==> src/rtl/input_vc_buffer.sv <==
// rtl/input_vc_buffer.sv - per-VC input flit FIFO with IDLE/VA/ACTIVE packet control

package noc_params;
    localparam int VC_NUM  = 4;
    localparam int VC_SIZE = $clog2(VC_NUM);
    typedef enum logic [2:0] {LOCAL, NORTH, SOUTH, WEST, EAST} port_t;
endpackage

module input_vc_buffer
    import noc_params::*;
#(
    parameter int BUFFER_SIZE = 8,
    parameter int FLIT_W      = 32
) (
    input  logic               clk,
    input  logic               rst,
    input  logic [FLIT_W-1:0]  data_i,
    input  logic [1:0]         type_i,
    input  logic               valid_flit_i,
    input  port_t              out_port_i,
    input  logic               read_i,
    input  logic [VC_SIZE-1:0] vc_new_i,
    input  logic               vc_valid_i,
    output logic [FLIT_W-1:0]  data_o,
    output logic [1:0]         type_o,
    output port_t              out_port_o,
    output logic [VC_SIZE-1:0] vc_o,
    output logic               vc_request_o,
    output logic               switch_request_o,
    output logic               is_full_o,
    output logic               is_empty_o,
    output logic               idle_o,
    output logic               error_o
);

    localparam int IW = $clog2(BUFFER_SIZE);
    localparam int PW = IW + 1;

    localparam logic [1:0] HEAD     = 2'd0;
    localparam logic [1:0] BODY     = 2'd1;
    localparam logic [1:0] TAIL     = 2'd2;
    localparam logic [1:0] HEADTAIL = 2'd3;

    typedef enum logic [1:0] {S_IDLE, S_VA, S_ACTIVE} state_t;

    state_t              state_q, state_d;
    logic [PW-1:0]       rd_q, rd_d, wr_q, wr_d;
    port_t               out_port_q, out_port_d;
    logic [VC_SIZE-1:0]  vc_q, vc_d;
    logic                error_q, error_d;
    logic [FLIT_W-1:0]   data_mem_q [BUFFER_SIZE];
    logic [1:0]          type_mem_q [BUFFER_SIZE];

    logic empty, full, read_acc, write_acc, is_head, legal, front_is_tail;

    // FIFO status and acceptance of the flit / grant offered this cycle
    always_comb begin
        empty         = (rd_q == wr_q);
        full          = (rd_q[IW-1:0] == wr_q[IW-1:0]) && (rd_q[IW] != wr_q[IW]);
        front_is_tail = (type_mem_q[rd_q[IW-1:0]] == TAIL) ||
                        (type_mem_q[rd_q[IW-1:0]] == HEADTAIL);
        read_acc      = read_i && (state_q == S_ACTIVE) && !empty;
        is_head       = (type_i == HEAD) || (type_i == HEADTAIL);
        // a head may only open a packet into an empty idle VC; body/tail only inside a packet
        legal         = valid_flit_i && ((state_q == S_IDLE) ? (is_head && empty) : !is_head);
        // a full FIFO still takes a write when the same cycle frees a slot
        write_acc     = legal && (!full || read_acc);
        error_d       = (valid_flit_i && !legal) || (legal && !write_acc) ||
                        (read_i && !read_acc);
        rd_d          = rd_q + PW'(read_acc);
        wr_d          = wr_q + PW'(write_acc);
    end

    // packet-level control: route latch, VC allocation, tail release
    always_comb begin
        state_d          = state_q;
        out_port_d       = out_port_q;
        vc_d             = vc_q;
        vc_request_o     = 1'b0;
        switch_request_o = 1'b0;
        case (state_q)
            S_IDLE: begin
                if (write_acc) begin
                    out_port_d = out_port_i;
                    state_d    = S_VA;
                end
            end
            S_VA: begin
                vc_request_o = 1'b1;
                if (vc_valid_i) begin
                    vc_d    = vc_new_i;
                    state_d = S_ACTIVE;
                end
            end
            S_ACTIVE: begin
                switch_request_o = !empty;
                if (read_acc && front_is_tail) state_d = S_IDLE;
            end
            default: state_d = S_IDLE;
        endcase
    end

    // control and pointer registers
    always_ff @(posedge clk or posedge rst) begin
        if (rst) begin
            state_q    <= S_IDLE;
            rd_q       <= '0;
            wr_q       <= '0;
            out_port_q <= LOCAL;
            vc_q       <= '0;
            error_q    <= 1'b0;
        end else begin
            state_q    <= state_d;
            rd_q       <= rd_d;
            wr_q       <= wr_d;
            out_port_q <= out_port_d;
            vc_q       <= vc_d;
            error_q    <= error_d;
        end
    end

    // flit storage, cleared on reset so the front outputs never show X
    always_ff @(posedge clk or posedge rst) begin
        if (rst) begin
            for (int i = 0; i < BUFFER_SIZE; i++) begin
                data_mem_q[i] <= '0;
                type_mem_q[i] <= '0;
            end
        end else if (write_acc) begin
            data_mem_q[wr_q[IW-1:0]] <= data_i;
            type_mem_q[wr_q[IW-1:0]] <= type_i;
        end
    end

    assign data_o     = data_mem_q[rd_q[IW-1:0]];
    assign type_o     = type_mem_q[rd_q[IW-1:0]];
    assign out_port_o = out_port_q;
    assign vc_o       = vc_q;
    assign is_full_o  = full;
    assign is_empty_o = empty;
    assign idle_o     = (state_q == S_IDLE) && empty;
    assign error_o    = error_q;

endmodule

==> config.mk <==
export PLATFORM = sky130hd
export DESIGN_NAME = input_vc_buffer
export DESIGN_NICKNAME = d
export VERILOG_FILES = /design/src/rtl/input_vc_buffer.sv
export SDC_FILE = /design/constraint.sdc
export NUM_CORES = 1
export LEC_CHECK = 0
export CORE_MARGIN = 2
export CORE_UTILIZATION = 53
export CTS_CLUSTER_DIAMETER = 120
export DETAILED_ROUTE_END_ITERATION = 8
export GPL_TIMING_DRIVEN = 0
export HOLD_SLACK_MARGIN = 0.05
export PLACE_DENSITY = 0.81
export SYNTH_ARGS = -nofsm -noshare
export SYNTH_HDL_FRONTEND = slang
export SYNTH_SLANG_ARGS = --single-unit
==> constraint.sdc <==
create_clock -name clk -period 11.05 [get_ports clk]
set_input_delay 3.315 -clock clk [delete_from_list [all_inputs] [get_ports clk]]
set_output_delay 3.315 -clock clk [all_outputs]
set_load 0.05 [all_outputs]
==> results by group, run 1 <==
Synthesis
  • Yosys cell types: 35
  • Syn. warnings: 0
  • Synthesized Nets: 825
  • Number of standard cells after synthesis: 777
  • Post-Syn Area: 13100 sq um
  • Register area share after synthesis: 54.9%
  • Yosys reg bits: 288
  • Syn avg cell area: 16.9 sq um
  • Synth Flop Type: dfrtp_1
  • EDFF count, synth: 0
  • Fraction of registers with async set/reset: 100%

STA
  • Clk_skew: 18.9 ps
  • Achievable frequency: 140 MHz
  • Minimum clock period: 7160 ps
  • Final max-slew violation count: 0
  • Unrepaired setup endpoints after global routing: no
  • Actual slew at the worst max-slew pin: 1070 ps
  • Final hold vios: 0
  • Final period util: 64.8%
  • Final setup fails: 0
  • Min Hold Slack: 482 ps
  • Setup TNS: 0 ps
  • Slew headroom: 28.9%

Floorplan
  • Core area: 24300 sq um
  • Die width: 161 um
  • Die area: 26000 sq um
  • Row count: 57
  • Initial Util: 54.0%
  • Die Y-Extent: 161 um
  • Number of I/O pins: 89

Critical path
  • Most frequent CP cell: buf_1
  • Crit start category: flip-flop
  • Slowest CP cell: buf_1
  • CP endpoint kind: output pin
  • Worst EP arrival: 3850 ps
  • Critical Path, Cell by Cell: buf_2 > buf_1 > buf_1 > mux4_2 > mux2_2 > clkdlybuf4s50_1
  • Setup CP Type: flip-flop to output pin
  • CP required: 7740 ps
  • CP peak stage delay: 730 ps
  • Worst-path fanout max: 10

Final layout
  • Fin nets: 949
  • Layout cells sized above 1: 45.1%
  • Diodes inserted: 0
  • Area delta synth->final: 17.9%
  • Fin cells: 1244

Global routing
  • GR Util All Layers: 22.1%
  • Initial antenna violation count: 0
  • Number of global-route vias before repair: 7971
  • First-pass GRT wire length: 45000 um
  • Grt ovf: 0
  • Largest net degree at the start of global routing: 44

Clock network
  • CTS Root Buffer Type: clkbuf_16
  • H-Tree Depth: 1
  • Postcts setup bufs: 0
  • CTS max path bufs: 3
  • Hold buffer count at cts: 0
  • Clk pin slew, worst setup/hold paths: 60 ps
  • CTS Buf Count: 30
  • Post-CTS resize count: 0
  • CTS tree: done
  • Clock sinks: 288
  • Clock Latency Late Sink: 550 ps

Routing
  • Post-DR vias/cell: 5.82
  • Drt total wl: 27600 um
  • Drt initial violations: 472
  • DRC Markers: 0
  • Routed via count: 7234
  • Initial DRT Pass Iterations: 4
  • DR WL/cell: 22.2 um
  • Antenna Nets Post-Route: 0

Power and ir drop
  • Worst vdd ir: 0.000214 V
  • P per Cell Area: 326 nW/um^2
  • Leak: 6.87 nW

Place
  • RD Place Congestion: 0.748
  • Placed Cells: 1193
  • DP HPWL: 17600 um
  • Port Buf Inserts: 85

Run status
  • Outcome: complete, no violations

Hold path
  • Hold WC Path Type: flip-flop to flip-flop

Run
  • Max-capacitance violation count: 0
## metal layers
| layer | vias up | GRT usage (%) | share of wire (%) |
|---|---|---|---|
| li1 | 3158 | - | - |
| met5 | - | 0 | 0 |
| met4 | 0 | 4.46 | 1.4 |
| met1 | 3905 | 32.2 | 46 |
| met3 | 35 | 3.03 | 3.9 |
| met2 | 136 | 36.4 | 49 |
## placed cells by master, fill, tap and decap left out, drive strengths merged, types with 3 or more instances in the layout
cell	netlist	routed
mux2	311	311
dfrtp	288	288
clkdlybuf4s50	0	85
mux4	68	68
clkbuf	6	55
buf	43	50
xnor2	7	7
nand2	6	6
nor2	6	6
o211ai	5	5
and3	4	4
inv	5	4
ha	4	4
nand3	3	3
nor2b	3	3
## registers in the layout, summed over array words and instances (netlist names)
register	cells
state_q	2
rd_q	4
data_mem_q	256
error_o	1
wr_q	4
out_port_o	3
type_mem_q	16
vc_o	2
## through the flow
step	util, %	cell area (sq um)	worst slack (ps)	power (mW)
global placement	59.2	14400	1880	4.02
finish	63.6	15500	3890	5.04
detailed placement	59.7	14500	4490	4.09
global route	63.6	15500	3790	5.29
CTS	63.6	15500	3880	5.08
floorplan	-	13100	3920	3.44
## worst max-delay path, delay by kind of cell, from the launching register on
kind / cells / cell delay (ps)
muxes: 2 / 720
DFF: 1 / 350
buffers and inverters: 4 / 2240
## area by class of cell
cell class	count	area, sq um
multi-input combinational	435	5550
clock inverter	2	13.8
tap	324	405
timing repair buffer	92	991
buffer	49	349
sequential	288	7210
inverter	5	22.5
fill	1706	8840
clock buffer	49	933
## kinds of logic (layout without fill, tap and decap cells)
| logic type | Yosys count | count (layout) | share of synthesized area [%] |
|---|---|---|---|
| flip-flops | 288 | 288 | 54.9 |
| AND/OR/NAND/NOR | 26 | 26 | 1.04 |
| multiplexers | 379 | 379 | 38.3 |
| adder cells (fa/ha/maj) | 4 | 4 | 0.381 |
| XOR/XNOR | 9 | 9 | 0.715 |
| AO/OA/AOI/OAI | 17 | 17 | 1.82 |
| buffers and inverters | 54 | 197 | 2.80 |
## report_power, final
part           switching [mW]  leakage, nW  internal [mW]
clock network           0.397        0.465          0.570
logic                    1.22         2.74           1.12
registers               0.223         3.66           1.51
total                    1.84         6.87           3.20
## final timing paths
| path | slack, ps | start | to | depth (start not counted) |
|---|---|---|---|---|
| setup / recovery | 3890 | rd_q[1]$_DFF_PP0_ | data_o[0] | 6 |
| hold / removal | 480 | data_mem_q[15]$_DFFE_PP0P_ | data_mem_q[15]$_DFFE_PP0P_ | 1 |
| setup reg to reg | 8420 | rd_q[2]$_DFF_PP0_ | data_mem_q[34]$_DFFE_PP0P_ | 7 |
| hold reg to reg | 480 | data_mem_q[15]$_DFFE_PP0P_ | data_mem_q[15]$_DFFE_PP0P_ | 1 |
| max in group asynchronous | 6610 | rst | data_mem_q[218]$_DFFE_PP0P_ | 5 |
| min in group asynchronous | 3260 | rst | data_mem_q[38]$_DFFE_PP0P_ | 2 |
## synth_stat cells (all sizes together) (3+ instances only)
master / instances / area share, %
mux2: 311 / 27
dfrtp: 288 / 55
mux4: 68 / 12
buf: 43 / 2.5
xnor2: 7 / 0.58
clkbuf: 6 / 0.17
nand2: 6 / 0.17
nor2: 6 / 0.23
inv: 5 / 0.14
o211ai: 5 / 0.74
and3: 4 / 0.19
ha: 4 / 0.38
nand3: 3 / 0.11
nor2b: 3 / 0.14
(Power assumes the default switching activity.)
==> inputs of run 2 (changes only) <==
==> constraint.sdc (replaced) <==
create_clock -name clk -period 5.8 [get_ports clk]
set_input_delay 1.74 -clock clk [delete_from_list [all_inputs] [get_ports clk]]
set_output_delay 1.74 -clock clk [all_outputs]
set_load 0.05 [all_outputs]
==> results of run 2 <==
Same layout as run 1 (identical final DEF). Status: complete, no violations.
Among the figures that moved: setup slack after placement 4490 ps -> 818 ps; setup slack after layout 3890 ps -> 214 ps; register-to-register setup slack 8420 ps -> 3170 ps; total power 5.04 mW -> 9.60 mW; worst IR drop on VDD 0.000214 V -> 0.000408 V
